<file path="config.mk">
export PLATFORM = sky130hd
export DESIGN_NAME = sdio_data_sequencer
export DESIGN_NICKNAME = d
export VERILOG_FILES = /design/src/rtl/sdio_data_pkg.sv /design/src/rtl/sdio_seq_timer.sv /design/src/rtl/sdio_data_sequencer.sv
export SDC_FILE = /design/constraint.sdc
export NUM_CORES = 1
export LEC_CHECK = 0
export ABC_AREA = 0
export BUFFER_PORTS_ARGS = -buffer_cell sky130_fd_sc_hd__buf_4
export CAP_MARGIN = 20
export CORE_UTILIZATION = 55
export CTS_BUF_LIST = sky130_fd_sc_hd__clkbuf_4 sky130_fd_sc_hd__clkbuf_8
export DETAILED_ROUTE_END_ITERATION = 8
export PLACE_DENSITY = 0.78
export SYNTH_ARGS = -nofsm -noshare
export SYNTH_HDL_FRONTEND = slang
export SYNTH_SLANG_ARGS = --single-unit
export TNS_END_PERCENT = 100
</file>
<file path="constraint.sdc">
create_clock -name clk -period 4.5 [get_ports clk]
set_input_delay 1.35 -clock clk [delete_from_list [all_inputs] [get_ports clk]]
set_output_delay 1.35 -clock clk [all_outputs]
set_load 0.005 [all_outputs]
</file>
<file path="src/rtl/sdio_data_pkg.sv">
// sdio_data_pkg: shared state/status encodings and limits for the SDIO data sequencer.
package sdio_data_pkg;

    typedef enum logic [2:0] {
        S_IDLE,
        S_SETUP,
        S_ACTIVE,
        S_GAP,
        S_DONE
    } state_t;

    typedef enum logic [2:0] {
        ST_OK      = 3'd0,
        ST_CRC     = 3'd1,
        ST_TIMEOUT = 3'd2,
        ST_ABORT   = 3'd3,
        ST_PARAM   = 3'd4
    } status_t;

    localparam int SDIO_MAX_BLOCK_SIZE = 512;

    // Byte-mode count of 0 encodes a full 512-byte transfer.
    function automatic logic [9:0] byte_len(input logic [8:0] count);
        return (count == 9'd0) ? 10'(SDIO_MAX_BLOCK_SIZE) : {1'b0, count};
    endfunction

endpackage

</file>
<file path="src/rtl/sdio_seq_timer.sv">
// sdio_seq_timer: loadable down-counter; expire_o is high during the last counted cycle.
module sdio_seq_timer #(
    parameter int W = 16
) (
    input  logic         clk,
    input  logic         rst_n,
    input  logic         load_i,
    input  logic [W-1:0] load_val_i,
    output logic         expire_o
);

    logic [W-1:0] cnt_q, cnt_d;

    always_comb cnt_d = load_i ? load_val_i : (cnt_q != '0 ? cnt_q - 1'b1 : cnt_q);

    always_ff @(posedge clk or negedge rst_n) begin
        if (!rst_n) cnt_q <= '0;
        else        cnt_q <= cnt_d;
    end

    assign expire_o = (cnt_q == W'(1));

endmodule

</file>
<file path="src/rtl/sdio_data_sequencer.sv">
// sdio_data_sequencer: splits a CMD53 transfer into per-block SDIO data PHY activations.
// Optional per-block watchdog enabled by defining SDIO_DATA_SEQ_TIMEOUT_EN.
module sdio_data_sequencer
    import sdio_data_pkg::*;
#(
    parameter int GAP_CYCLES     = 2,
    parameter int TIMEOUT_CYCLES = 65535
) (
    input  logic       clk,
    input  logic       rst,
    input  logic       i_xfer_stb,
    input  logic       i_xfer_write,
    input  logic       i_xfer_block_mode,
    input  logic [8:0] i_xfer_count,
    input  logic [9:0] i_block_size,
    input  logic       i_abort,
    output logic       o_xfer_busy,
    output logic       o_xfer_done,
    output logic [2:0] o_xfer_status,
    output logic [8:0] o_block_index,
    output logic       o_phy_activate,
    output logic       o_phy_write_flag,
    output logic [9:0] o_phy_data_count,
    input  logic       i_phy_done,
    input  logic       i_phy_crc_err
);

    localparam int TMAX = (TIMEOUT_CYCLES > GAP_CYCLES) ? TIMEOUT_CYCLES : GAP_CYCLES;
    localparam int TW   = $clog2(TMAX + 1);

    state_t      state_q, state_d;
    logic        write_q, write_d;
    logic        block_mode_q, block_mode_d;
    logic        infinite_q, infinite_d;
    logic [8:0]  count_q, count_d;
    logic [8:0]  remaining_q, remaining_d;
    logic [8:0]  index_q, index_d;
    logic [9:0]  data_count_q, data_count_d;
    logic [2:0]  status_q, status_d;
    logic        tmr_load, tmr_expire;
    logic [TW-1:0] tmr_val;

    sdio_seq_timer #(.W(TW)) u_timer (
        .clk        (clk),
        .rst_n      (rst),
        .load_i     (tmr_load),
        .load_val_i (tmr_val),
        .expire_o   (tmr_expire)
    );

    always_comb begin
        state_d      = state_q;
        write_d      = write_q;
        block_mode_d = block_mode_q;
        infinite_d   = infinite_q;
        count_d      = count_q;
        remaining_d  = remaining_q;
        index_d      = index_q;
        data_count_d = data_count_q;
        status_d     = status_q;
        tmr_load     = 1'b0;
        tmr_val      = TW'(GAP_CYCLES);
        // Abort outranks every other event, including a coincident PHY done.
        if (i_abort && state_q != S_IDLE && state_q != S_DONE) begin
            state_d  = S_DONE;
            status_d = ST_ABORT;
        end else begin
            case (state_q)
                S_IDLE: if (i_xfer_stb) begin
                    state_d      = S_SETUP;
                    write_d      = i_xfer_write;
                    block_mode_d = i_xfer_block_mode;
                    count_d      = i_xfer_count;
                    remaining_d  = i_xfer_block_mode ? i_xfer_count : 9'd1;
                    infinite_d   = i_xfer_block_mode && (i_xfer_count == 9'd0);
                    index_d      = '0;
                end
                S_SETUP: if (block_mode_q && (i_block_size == '0 || i_block_size > 10'(SDIO_MAX_BLOCK_SIZE))) begin
                    state_d  = S_DONE;
                    status_d = ST_PARAM;
                end else begin
                    state_d      = S_ACTIVE;
                    data_count_d = block_mode_q ? i_block_size : byte_len(count_q);
`ifdef SDIO_DATA_SEQ_TIMEOUT_EN
                    tmr_load     = 1'b1;
                    tmr_val      = TW'(TIMEOUT_CYCLES);
`endif
                end
                S_ACTIVE: if (i_phy_done && write_q && i_phy_crc_err) begin
                    state_d  = S_DONE;
                    status_d = ST_CRC;
                end else if (i_phy_done) begin
                    state_d     = S_GAP;
                    tmr_load    = 1'b1;
                    remaining_d = infinite_q ? remaining_q : remaining_q - 9'd1;
                    index_d     = index_q + 9'd1;
                end
`ifdef SDIO_DATA_SEQ_TIMEOUT_EN
                else if (tmr_expire) begin
                    state_d  = S_DONE;
                    status_d = ST_TIMEOUT;
                end
`endif
                S_GAP: if (tmr_expire) begin
                    state_d  = (!infinite_q && remaining_q == '0) ? S_DONE : S_SETUP;
                    status_d = ST_OK;
                end
                default: state_d = S_IDLE;
            endcase
        end
    end

    always_ff @(posedge clk or negedge rst) begin
        if (!rst) begin
            state_q      <= S_IDLE;
            write_q      <= 1'b0;
            block_mode_q <= 1'b0;
            infinite_q   <= 1'b0;
            count_q      <= '0;
            remaining_q  <= '0;
            index_q      <= '0;
            data_count_q <= '0;
            status_q     <= ST_OK;
        end else begin
            state_q      <= state_d;
            write_q      <= write_d;
            block_mode_q <= block_mode_d;
            infinite_q   <= infinite_d;
            count_q      <= count_d;
            remaining_q  <= remaining_d;
            index_q      <= index_d;
            data_count_q <= data_count_d;
            status_q     <= status_d;
        end
    end

    assign o_xfer_busy      = (state_q != S_IDLE);
    assign o_xfer_done      = (state_q == S_DONE);
    assign o_xfer_status    = status_q;
    assign o_block_index    = index_q;
    assign o_phy_activate   = (state_q == S_ACTIVE);
    assign o_phy_write_flag = write_q;
    assign o_phy_data_count = data_count_q;

endmodule

</file>
After elaboration in Yosys (flattened, before gate mapping)
Index checks and enable logic that the tools add are counted.
- input bits: 27
- bits in registers: 62
- logic and storage cells: 87
- output and inout bits: 26
- add/sub/neg operators: 3
- reduce and logical (&&, ||, !) cells: 25
- $lt $le $gt $ge: 1
- equal/unequal tests: 15
- multiplexer cells: 31
- bitwise gates (word level): 2
- operators with widths (operator ; number):
    $mux W9 ; 8
    $pmux W9 S2 ; 2
    $mux W3 ; 11
    $mux W16 ; 2
    $logic_not A9 Y1 ; 3
    $mux W10 ; 2
    $eq A16 B1 Y1 const B ; 1
    $reduce_bool A16 Y1 ; 1
    $sub A16 B1 Y16 const B ; 1
    $ne A3 B3 Y1 const B ; 4
    $pmux W3 S4 ; 1
    $gt A10 B10 Y1 const B ; 1
    $logic_not A10 Y1 ; 1
    $add A9 B1 Y9 const B ; 1
    $pmux W3 S3 ; 1
    $reduce_and A3 Y1 ; 3
    $sub A9 B1 Y9 const B ; 1
    $logic_and A1 B1 Y1 ; 7
    $eq A3 B2 Y1 const B ; 2
    $ne A2 B2 Y1 const B ; 3
    $reduce_and A6 Y1 ; 1
    $reduce_and A5 Y1 ; 1
    $mux W1 ; 4
    $ne A4 B1 Y1 const B ; 1
    12 further kinds ; 14

Depth between registers and ports, before layout
- word-level depth: 6
- mapped depth: 8
- depth with buffers taken out: 7

Modules after synthesis
Synthesis repeated with hierarchy kept, for this count alone.
- cells, all modules: 355
- area total of the unflattened synthesis: 3622.2 µm²
- by module, submodules not included (module ; seq. area each (µm²) ; cells each ; times used ; area an instance (µm²)):
    sdio_data_sequencer ; 1151.1 ; 242 ; 1 ; 2560.0
    sdio_seq_timer ; 400.4 ; 113 ; 1 ; 1062.3

Worst setup path before layout
No wires, ideal clock.
- kind: input -> register
- from: input port i_abort
- to: register remaining_q[4]
- path buffers: 2
- path slack: 1907 ps
- setup time: 129 ps
- stages: 7
- arrival time: 2464 ps
- data required time: 4371 ps
- path through: buf_2 o21ai_1 nand4_2 o21a_1 buf_6 o21ai_0 o21ai_0
- longest elaborated chain between the ends: 4
- ends and longest elaborated chain (item ; line ; RTL):
    start, declared ; sdio_data_sequencer.sv:16 ; input logic i_abort,
    $logic_and A1 B1 Y1 (2 in a row) ; sdio_data_sequencer.sv:64 ; if (i_abort && state_q != S_IDLE && state_q != S_DONE) begin
    $not A1 Y1 (no source line) ; n/a ;
    $reduce_and A6 Y1 (no source line) ; n/a ;
    end signal, assigned ; sdio_data_sequencer.sv:130 ; remaining_q <= remaining_d;
    end, declared ; sdio_data_sequencer.sv:36 ; logic [8:0] remaining_q, remaining_d;
Every way passes these cells.
A chain may end at the register's enable or synchronous reset.

Worst setup path after layout
- from: register state_q[0]
- to: output port o_phy_activate
- longest elaborated chain between the ends: 1
- ends and longest elaborated chain (item ; line ; RTL):
    start, declared ; sdio_data_sequencer.sv:31 ; state_t state_q, state_d;
    start signal, assigned ; sdio_data_sequencer.sv:125 ; state_q <= state_d;
    $eq A3 B2 Y1 ; sdio_data_sequencer.sv:141 ; assign o_phy_activate = (state_q == S_ACTIVE);
    end, declared ; sdio_data_sequencer.sv:21 ; output logic o_phy_activate,
Every way passes these cells.

==> qor.yml <==
ctsResizeCount: 0
p_comb_share_pct: 37.5
grt_pass1_wl_um: 12400
drc: 0
ys_types: 54
ant_nets: 0
yosys.area.top_type: "dfrtp_1"
synth_area_per_cell_um2: 9.30
diodes: 0
worstPathCellList: "nor2_1 -> nand2_1 -> clkinv_1 -> buf_4"
cp.arrival_ns: 2.07
cts_tree: "built"
dr.max_layer_used: "met4"
syn-num-nets: 391
layout-drive-gt1-share_pct: 19.8
ys_ff_latch: 62
wl_met1_um: 3420
nets: 437
hold_buffers: 0
setup_tns_ns: 0
cts_made_buffers: 9
core_um2: 5890
area_growth_pct: 18.4
drtPass1Iterations: 4
synth-seq-area-share_pct: 46.5
synth_ff_type: "dfrtp_1"
dp_hpwl_um: 5140
postCtsSetupRepairBufs: 0
grt_setup_unrepaired: "false"
final_max_slew_viol_count: 0
grt_max_degree: 63
min_period_ns: 3.42
cp-start-kind: "flop"
gr-total-overflow: 0
end_kind: "output pin"
crit_required_ns: 3.15
synth_edf_count: 0
num_vias: 2746
synth_area_um2: 3340
ir_drop_uv: 466
synth-async-reset-ratio_pct: 100
viasPerCell: 5.67
maxSlewHeadroom_pct: 48.6
yosys.area.top_type_share_pct: 46.5
leakage_nw: 1.77
fp.dieH_um: 79.9
routed_wl_um: 7180
syn_inst: 359
cts-root-buf: "clkbuf_8"
path_max_fanout: 15
htree_levels: 3
power_switching_mw: 0.991
dr_wl_met3_um: 289
fin_skew_ns: 0.00580
start_util_pct: 56.7
cts_buffer_depth: 2
finalSetupViolations: 0
clock-sinks: 62
tightest_slew_ns: 0.771
hp-class: "reg -> reg"
status: "finished, final reports clean"
critical-path-max-stage-delay_ns: 0.63
seqPwrFrac_pct: 41.3
crit_family: "flip-flops"
clkTransAtPathRegs_ns: 0.07
io_buffers: 52
crit_buf_inv: 2
synth.most_common_cell: "dfrtp_1"
cp_slowest_cell: "dfrtp_1"
io_pins: 53
antenna_found_initial: 0
die_area_um2: 6390
grt_use_total_pct: 25.3
max_cap_violations: 0
drt_iter0_drc: 185
yosysWarnings: 0
wl_met2_um: 3350
p_per_area_nw_per_um2: 648
total_power_mw: 2.56
chipWidth_um: 79.9
yosys-top-cells-count: "62 x dfrtp_1, 48 x nand2_1, 46 x nor2_1"
criticalPathCategory: "reg -> out"
hold_viol: 0
switching_share_pct: 38.7
post-route-period-util_pct: 76.0
max_freq_mhz: 293
clockPowerShare_pct: 21.2
place_congestion: 0.893
rows: 28
power.internal_mw: 1.57
synth.area.top_cells: "dfrtp_1 46%, nand2_1 5.4%, nor2_1 5.2%, a21oi_1 3.9%, mux2i_1 2.7%"
grt_pass1_vias: 2562
clock_latency_ns: 0.33
wl_per_cell_um: 14.8
path summary, 6_finish.rpt:
check | slack [ns] | startpoint | depth (start not counted) | endpoint
setup / recovery | 1.08 | state_q[0]$_DFFE_PN0P_ | 4 | o_phy_activate
hold / removal | 0.50 | count_q[8]$_DFFE_PN0P_ | 2 | count_q[8]$_DFFE_PN0P_
setup reg to reg | 2.21 | state_q[1]$_DFFE_PN0P_ | 5 | remaining_q[1]$_DFFE_PN0P_
hold reg to reg | 0.50 | count_q[8]$_DFFE_PN0P_ | 2 | count_q[8]$_DFFE_PN0P_
max in group asynchronous | 2.90 | rst | 1 | u_timer.cnt_q[10]$_DFFE_PN0P_
min in group asynchronous | 1.09 | rst | 1 | u_timer.cnt_q[12]$_DFFE_PN0P_
worst register-to-register path, stage by stage, from the launching register on:
cell and delay [ns]:
dfrtp_1 0.55, nor3_1 0.41, nand2_1 0.45, o21a_1 0.39
a311oi_1 0.29, a21oi_1 0.06
metal layers:
layer  vias to the layer above  GRT usage [%]
li1                       1361              -
met1                      1308           36.9
met2                        67           37.9
met3                        10           4.11
met4                         0           9.11
met5                         -              0
power groups by stage:
stage          combinational, mW  sequential, mW  clock, mW
2_1_floorplan              0.726           0.980          0
3_3_place_gp               0.927            1.05          0
3_5_place_dp               0.955            1.06          0
4_1_cts                    0.964            1.05      0.550
5_1_grt                     1.09            1.10      0.580
6_report                   0.961            1.06      0.542
through the flow:
stage | hold WS [ns] | utilization, % | instance area [um2] | worst slack, ns | instances
2_1_floorplan | 0.467 | - | 3340 | 1.91 | 359
3_3_place_gp | 0.486 | 63.4 | 3730 | 1.46 | 469
3_5_place_dp | 0.501 | 63.4 | 3730 | 1.47 | 469
4_1_cts | 0.515 | 67.2 | 3960 | 1.11 | 484
5_1_grt | 0.540 | 67.2 | 3960 | 0.894 | 484
6_report | 0.503 | 67.2 | 3960 | 1.08 | 484
sequential cells by signal, summed over array words and instances, names as in the netlist, 3 cells and up:
register          count
u_timer.cnt_q        16
o_phy_data_count     10
count_q               9
o_block_index         9
remaining_q           9
o_xfer_status         3
state_q               3
area by class of cell:
type                       count  area (um2)
timing repair buffer          53         398
clock inverter                 4        70.1
inverter                      14        52.6
tap                           75        93.8
fill                         471        1930
clock buffer                  11         151
multi-input combinational    265        1640
sequential                    62        1550
cell usage in the layout (no fill, tap or decap), types with 10 or more instances in the layout:
cell	instances
nand2_1	48
nor2_1	46
xnor2_1	10
clkbuf_8	11
buf_4	53
nor3_1	13
dfrtp_1	62
a21oi_1	26
o21ai_0	15
inv_1	13
logic make-up (layout without fill, tap and decap cells):
kind of cell / after synthesis / in the layout / share of synthesized area [%]
flip-flops: 62 / 62 / 46.5
XOR/XNOR: 19 / 19 / 4.98
AO/OA/AOI/OAI: 75 / 75 / 14.6
AND/OR/NAND/NOR: 157 / 157 / 24.9
buffers and inverters: 32 / 82 / 4.50
adder cells (fa/ha/maj): 5 / 5 / 1.87
multiplexers: 9 / 9 / 2.70
Note: power is estimated with default switching activity, not from simulation.
